`src/rtl/i2c_regfile_ctrl.sv`:
```
// ----------------------------------------------------------------------------
// i2c_regfile_ctrl
//   Register-pointer controller and RAM-port arbiter between an I2C slave
//   byte interface and a local host port. Owns a 2**AW x 8 register file
//   with one access per cycle. Keeps a prefetch copy of reg[ptr] on
//   i2c_rdata so the slave can sample transmit data at any i2c_rs strobe.
//
// Ports
//   clk, rst        system clock; asynchronous active-high reset
//   i2c_act         slave transaction active; qualifies the three strobes
//   i2c_as          strobe: i2c_wdata is the new register pointer
//   i2c_ws          strobe: i2c_wdata is written to reg[ptr], ptr increments
//   i2c_rs          strobe: slave latches i2c_rdata, ptr increments
//   i2c_wdata       received byte from the slave
//   i2c_rdata       prefetch byte presented to the slave
//   h_req/h_we      host request (held until h_ack) and write/read select
//   h_addr/h_wdata  host register address and write data
//   h_rdata/h_ack   host read data and 1-cycle completion pulse
//   ptr_out         current register pointer
//   pf_valid        i2c_rdata currently equals reg[ptr]
//   rd_underrun     sticky flag: i2c_rs arrived while pf_valid was low
//   underrun_clr    clears rd_underrun (a new underrun wins)
// ----------------------------------------------------------------------------
module i2c_regfile_ctrl #(
   parameter int AW = 4
) (
   input  logic          clk,
   input  logic          rst,
   input  logic          i2c_act,
   input  logic          i2c_as,
   input  logic          i2c_ws,
   input  logic          i2c_rs,
   input  logic [7:0]    i2c_wdata,
   output logic [7:0]    i2c_rdata,
   input  logic          h_req,
   input  logic          h_we,
   input  logic [AW-1:0] h_addr,
   input  logic [7:0]    h_wdata,
   output logic [7:0]    h_rdata,
   output logic          h_ack,
   output logic [AW-1:0] ptr_out,
   output logic          pf_valid,
   output logic          rd_underrun,
   input  logic          underrun_clr
);

   typedef enum logic [1:0] {
      ST_IDLE,
      ST_PF_WAIT,   // prefetch read issued last cycle
      ST_H_WAIT     // host access granted last cycle; h_ack is high
   } arb_state_t;

   arb_state_t    r_state;
   arb_state_t    w_state_nxt;

   logic [7:0]    r_mem [0:(1<<AW)-1];
   logic [AW-1:0] r_ptr;
   logic          r_pf_pend;
   logic [7:0]    r_pf_data;
   logic [7:0]    r_h_rdata;
   logic          r_h_ack;
   logic          r_underrun;

   logic          w_as;
   logic          w_ws;
   logic          w_rs;
   logic [AW-1:0] w_ptr_nxt;
   logic          w_pf_issue;
   logic          w_h_grant;
   logic          w_h_match;
   logic          w_pf_valid;
   logic          w_ram_we;
   logic [AW-1:0] w_ram_addr;
   logic [7:0]    w_ram_wdata;
   logic [7:0]    w_ram_rd;

   // Strobes only count while the slave is addressed.
   assign w_as = i2c_act & i2c_as;
   assign w_ws = i2c_act & i2c_ws;
   assign w_rs = i2c_act & i2c_rs;

   always_comb begin
      w_ptr_nxt = r_ptr;
      if (w_as)
         w_ptr_nxt = i2c_wdata[AW-1:0];
      else if (w_ws || w_rs)
         w_ptr_nxt = r_ptr + AW'(1);   // wraps modulo 2**AW
   end

   // NOTE: every signal driven here gets a default first, so no path
   // through the block can leave one unassigned and infer a latch.
   always_comb begin
      w_state_nxt = ST_IDLE;
      w_pf_issue  = 1'b0;
      w_h_grant   = 1'b0;
      w_ram_we    = 1'b0;
      w_ram_addr  = r_ptr;
      w_ram_wdata = i2c_wdata;
      if (w_ws) begin
         // Slave write cannot be stalled; it owns the port this cycle.
         w_ram_we = 1'b1;
      end else if (r_pf_pend && !w_as && !w_rs) begin
         // A pointer change this cycle would make the read stale, so the
         // prefetch waits one cycle for the new pointer to land.
         w_pf_issue  = 1'b1;
         w_state_nxt = ST_PF_WAIT;
      end else if (h_req && (r_state != ST_H_WAIT)) begin
         // During H_WAIT h_req is still high from the op being acked.
         w_h_grant   = 1'b1;
         w_state_nxt = ST_H_WAIT;
         w_ram_addr  = h_addr;
         w_ram_we    = h_we;
         w_ram_wdata = h_wdata;
      end
   end

   // Host writes to the byte the slave will read next must refresh it;
   // compared against the post-strobe pointer.
   assign w_h_match  = w_h_grant && h_we && (h_addr == w_ptr_nxt);
   assign w_pf_valid = !r_pf_pend && (r_state != ST_PF_WAIT);
   assign w_ram_rd   = r_mem[w_ram_addr];

   // NOTE: the register-file array has no reset; clearing it would force
   // flops instead of RAM and the contents are undefined until written.
   always_ff @(posedge clk) begin
      if (w_ram_we)
         r_mem[w_ram_addr] <= w_ram_wdata;
   end

   // NOTE: clocked state uses non-blocking assignments so every register
   // samples pre-edge values regardless of statement order.
   always_ff @(posedge clk or posedge rst) begin
      if (rst)
         r_state <= ST_IDLE;
      else
         r_state <= w_state_nxt;
   end

   always_ff @(posedge clk or posedge rst) begin
      if (rst) begin
         r_ptr      <= '0;
         r_pf_pend  <= 1'b1;   // refresh reg[0] after reset
         r_pf_data  <= '0;
         r_h_rdata  <= '0;
         r_h_ack    <= 1'b0;
         r_underrun <= 1'b0;
      end else begin
         r_ptr   <= w_ptr_nxt;
         r_h_ack <= w_h_grant;
         // Setting wins: a refresh requested while one is issuing must
         // trigger another read after the stale one completes.
         if (w_as || w_ws || w_rs || w_h_match)
            r_pf_pend <= 1'b1;
         else if (w_pf_issue)
            r_pf_pend <= 1'b0;
         if (w_pf_issue)
            r_pf_data <= w_ram_rd;
         if (w_h_grant && !h_we)
            r_h_rdata <= w_ram_rd;
         if (w_rs && !w_pf_valid)
            r_underrun <= 1'b1;
         else if (underrun_clr)
            r_underrun <= 1'b0;
      end
   end

   assign i2c_rdata   = r_pf_data;
   assign h_rdata     = r_h_rdata;
   assign h_ack       = r_h_ack;
   assign ptr_out     = r_ptr;
   assign pf_valid    = w_pf_valid;
   assign rd_underrun = r_underrun;

endmodule

```
`config.mk`:
```
export PLATFORM = sky130hd
export DESIGN_NAME = i2c_regfile_ctrl
export DESIGN_NICKNAME = d
export VERILOG_FILES = /design/src/rtl/i2c_regfile_ctrl.sv
export SDC_FILE = /design/constraint.sdc
export NUM_CORES = 1
export LEC_CHECK = 0
export ABC_AREA = 0
export CORE_MARGIN = 1
export CORE_UTILIZATION = 30
export CTS_BUF_LIST = sky130_fd_sc_hd__clkbuf_4 sky130_fd_sc_hd__clkbuf_8
export DETAILED_ROUTE_END_ITERATION = 6
export DONT_BUFFER_PORTS = 1
export SLEW_MARGIN = 25
export SYNTH_ARGS = -nofsm -noshare
export SYNTH_HDL_FRONTEND = slang
export SYNTH_SLANG_ARGS = --single-unit
```
`constraint.sdc`:
```
create_clock -name clk -period 3.45 [get_ports clk]
set_input_delay 0.8625 -clock clk [delete_from_list [all_inputs] [get_ports clk]]
set_output_delay 0.8625 -clock clk [all_outputs]
set_load 0.02 [all_outputs]
```
Word level (Yosys, flattened, before mapping). Memory sizes are Yosys's and may differ from the RTL's. Index checks and enable logic that the tools add are counted.

Bits in registers: 25. RAM bits: 128. Output and inout port bits: 23. Logic and storage cells: 59. Memories: 1.

Memories: r_mem (words 16, bits a word 8, rd ports 1, clocked after Yosys merged registers in 0, write ports 1, RTL line 56) `logic [7:0] r_mem [0:(1<<AW)-1];`.

$add $sub $neg: 1. Eq/ne operators: 3. Muxes and demuxes: 25. Bitwise operators: 3. Reductions and logical operators: 19.

Operators by type and width (count): 2-to-1 mux 8 bit (3); 2-to-1 mux 4 bit (5); 2-to-1 mux 1 bit (14); logical AND 1 bit (8); 2-to-1 mux 2 bit (3); logical NOT 1 bit (5); adder 4 x 1 -> 4 bit, second input constant (1); == test 4 bit (1); logical OR 1 bit (4); nonzero test 2 bit (2); AND 1 bit (3); != test 2 x 1 -> 1 bit, second input constant (1); != test 2 bit, second input constant (1).

Logic depth before layout (Yosys ltp).
Depth in word-level cells: 10. Gate-level depth with buffers: 7. Mapped depth without buffers: 6.

Worst setup path before layout. Ideal clock, no wire load.

Path kind: input port to flip-flop. Start point: input port i2c_ws. End point: memory r_mem[2][0] (enable). Library setup time: 0.370 ns. Data arrival time: 2.521 ns. Data required time: 3.080 ns. Path slack: 0.559 ns. Cell stages on the path: 5. Cell sequence: and2_1 -> a2111oi_4 -> mux2i_1 -> or2_2 -> nor2_1.

Word-level cells in the longest chain between the ends: 4. Elaborated cells on any way between the ends: 5. Classes of those cells: mux (4); bitwise (1).

RTL lines: start: declaration (RTL line 31) `input logic i2c_ws,`; AND 1 bit * (RTL line 79) `assign w_ws = i2c_act & i2c_ws;`; 2-to-1 mux 1 bit (RTL line 99) `if (w_ws) begin`; 2-to-1 mux 1 bit (RTL line 126) `if (w_ram_we)`; 2-to-1 mux 1 bit (not written as such) (RTL line 127) `r_mem[w_ram_addr] <= w_ram_wdata;`; end: declaration (RTL line 56).

Mark *: on every way between the ends. The rest lies on a longest branch, timed or not.

==> flow_metrics.env <==
export IMPL_status="complete, no violations"
export IMPL_finalPower_w=0.004977
export IMPL_dieArea_mm2=0.02411
export IMPL_grt_max_degree=38
export IMPL_grt_pass1_wl_mm=26.85
export IMPL_postSynthCellCount=404
export IMPL_first_pass_iters=5
export IMPL_cp_arrival_ns=2.73
export IMPL_relSlewSlack_pct=40.31
export IMPL_hold_viol_final=0
export IMPL_comb_power_share_pct=20.4
export IMPL_clock_latency_ns=0.45
export IMPL_drive_above_1_share_pct=29.53
export IMPL_synth_ff_type="edfxtp_1"
export IMPL_rsz0062_at_grt="no"
export IMPL_routedWlPerCell_um=23.48
export IMPL_synth_avg_cell_area_um2=17.45
export IMPL_worstSetupPathType="flop to flop"
export IMPL_required_ns=3.53
export IMPL_htreeDepth=4
export IMPL_clock_path_buffers=2
export IMPL_cp_start_kind="flop"
export IMPL_cts_resized=0
export IMPL_cp_end_kind="flop"
export IMPL_ys_ff_latch=152
export IMPL_yosys_area_top_type_share_pct=54.54
export IMPL_period_share_pct=76.89
export IMPL_synth_warnings=0
export IMPL_routabilityCongestion=0.8169
export IMPL_slowest_stage="nor2_1"
export IMPL_start_util_pct=30.85
export IMPL_synthArstFlopShare_pct=15.79
export IMPL_viasPerCell=5.427
export IMPL_reg2reg_depth=5
export IMPL_r2r_end="r_mem[1][7]"
export IMPL_drc=0
export IMPL_ys_types=39
export IMPL_synth_top_area_cell="edfxtp_1"
export IMPL_synth_edff_count=128
export IMPL_crit_path_max_incr_delay_ns=0.59
export IMPL_numPortBuffers=0
export IMPL_cts_clk_slew_worst_paths_ns=0.08
export IMPL_fin_setup_tns_ns=0
export IMPL_ctsHoldBuffers=0
export IMPL_reg2reg_from="h_ack"
export IMPL_cts_tree="built"
export IMPL_grt_pass1_vias=4270
export IMPL_peakVddDrop_v=0.0002982
export IMPL_p_sw_w=0.001441
export IMPL_syn_to_final_growth_pct=12.84
export IMPL_p_leak_nw=2.579
export IMPL_pwr_share_clk_pct=30.8
export IMPL_wl_mm=17.45
export IMPL_yosysSeqAreaShare_pct=63.07
export IMPL_max_freq_mhz=377.0
export IMPL_switching_share_pct=28.96
export IMPL_core_area_mm2=0.02285
export IMPL_slew_violations=0
export IMPL_cts_root_buf="clkbuf_8"
export IMPL_n_fill_cell=2200
export IMPL_cts_sinks=152
export IMPL_num_rows=55
export IMPL_post_cts_buffers=0
export IMPL_synthTopCellsByArea="edfxtp_1 (55%), mux4_2 (20%), dfrtp_1 (8.2%)"
export IMPL_synth_nets=434
export IMPL_internal_power_w=0.003536
export IMPL_fin_nets=449
export IMPL_min_path_type="input pin to async pin"
export IMPL_drv_cap=0
export IMPL_final_cell_mix="edfxtp_1 (128), mux4_2 (64), nor2_1 (24)"
export IMPL_setup_violations_final=0
export IMPL_dieHeight_um=155.3
export IMPL_dp_cells=713
export IMPL_antenna_left=0
export IMPL_crit_chain="nor2b_1, a2111oi_4, mux2i_1, nand2b_1, nor2_1"
export IMPL_path_max_fanout=8
export IMPL_netlist_area_mm2=0.007048
export IMPL_vias=4032
export IMPL_instances_no_fill=743
export IMPL_cts_buffers=17
export IMPL_p_per_area_mw_per_mm2=625.8
export IMPL_antenna_found_initial=0
export IMPL_fin_crit_ns=2.653
export IMPL_grt_total_usage_pct=15.35
export IMPL_rrSetupSlack_ns=0.80
export IMPL_pwr_share_seq_pct=48.8
export IMPL_drt_initial_drc_count=449
export IMPL_io_pin_count=52
export IMPL_dpl_hpwl_mm=12.15
export IMPL_overflow=0
export IMPL_n_antenna_cell=0
export IMPL_die_w_um=155.3
export IMPL_skew_ns=0.01383
export IMPL_worstMarginPinSlew_ns=0.8944
export IMPL_layout_commonest_cell="edfxtp_1"
[state kept, by name, indices dropped and copies added (netlist names)]
| register | count |
|---|---|
| r_mem | 128 |
| r_pf_pend | 1 |
| h_rdata | 8 |
| rd_underrun | 1 |
| ptr_out | 4 |
| i2c_rdata | 8 |
| r_state | 1 |
| h_ack | 1 |
[layout make-up]
type	instances	area, µm²	share of cell area, %
Sequential cell	152	4447	55.92
Multi-Input combinational cell	220	2467	31.03
Tap cell	313	391.6	4.924
Clock buffer	17	234.0	2.942
Clock inverter	13	209.0	2.627
Timing Repair Buffer	23	185.2	2.329
Inverter	5	18.77	0.2360
[synth_stat cells (4+ instances only)]
cell        n
mux2i_1     5
and2_1      4
dfrtp_1    23
nand2b_1    5
buf_2       9
clkbuf_1   10
a21oi_1     7
inv_1       5
mux2_2      8
edfxtp_1  128
nand2_1    21
buf_1       7
mux4_2     64
nor2b_1     5
o21ai_0    17
nor2_1     24
a221oi_1   16
a22o_1     16
[worst max path at each step]
stage | slack, ns | end | cells after the start | from
6_report | 0.80 | r_mem[1][7] | 5 | h_ack
5_1_grt | 0.63 | r_mem[1][7] | 5 | h_ack
4_1_cts | 0.82 | r_mem[1][2] | 5 | h_ack
3_5_place_dp | 0.44 | r_mem[1][7] | 5 | i2c_ws
3_3_place_gp | 0.54 | r_mem[3][3] | 5 | i2c_ws
2_1_floorplan | 0.56 | r_mem[2][0] | 5 | i2c_ws
[per-layer routing]
layer,wire length [µm],global-route usage [%],vias to the layer above,share of wire [%]
met4,425,6.022,0,2.4
met1,7105,19.42,2124,41
met3,1232,3.983,25,7.1
met5,0,0,-,0
met2,8684,25.23,186,50
li1,-,-,1697,-
[cell families after synthesis]
family,Yosys count,synth area share (%)
compound gates,68,7.243
xor+xnor,6,0.7457
fa+ha+maj,1,0.1775
buf+inv,32,1.917
flops,152,63.07
mux,77,22.44
simple gates,68,4.403
[worst max-delay path: cells and delay by family, from the launching register on]
| kind | cells | cell delay, ns |
|---|---|---|
| flip-flops | 1 | 0.49 |
| AO/OA/AOI/OAI | 1 | 0.31 |
| AND/OR/NAND/NOR | 3 | 1.01 |
| multiplexers | 1 | 0.47 |
[power groups by stage]
stage               Combinational (W)  Sequential, W  Clock [W]
CTS                           0.00102        0.00243    0.00157
finish                        0.00102        0.00243    0.00153
global route                  0.00109        0.00245    0.00163
global placement              0.00100        0.00246          0
floorplan                    0.000749        0.00239          0
detailed placement            0.00101        0.00247          0
[stage by stage]
stage	util, %	cell area, µm²	hold slack (ns)	setup WS [ns]
global placement	32.87	7510	0.6173	0.5384
finish	34.81	7953	0.4916	0.7972
global route	34.81	7953	0.5026	0.6266
floorplan	-	7048	0.5900	0.5589
detailed placement	32.87	7510	0.6216	0.4423
CTS	34.81	7953	0.4715	0.8181
(Power assumes the default switching activity.)
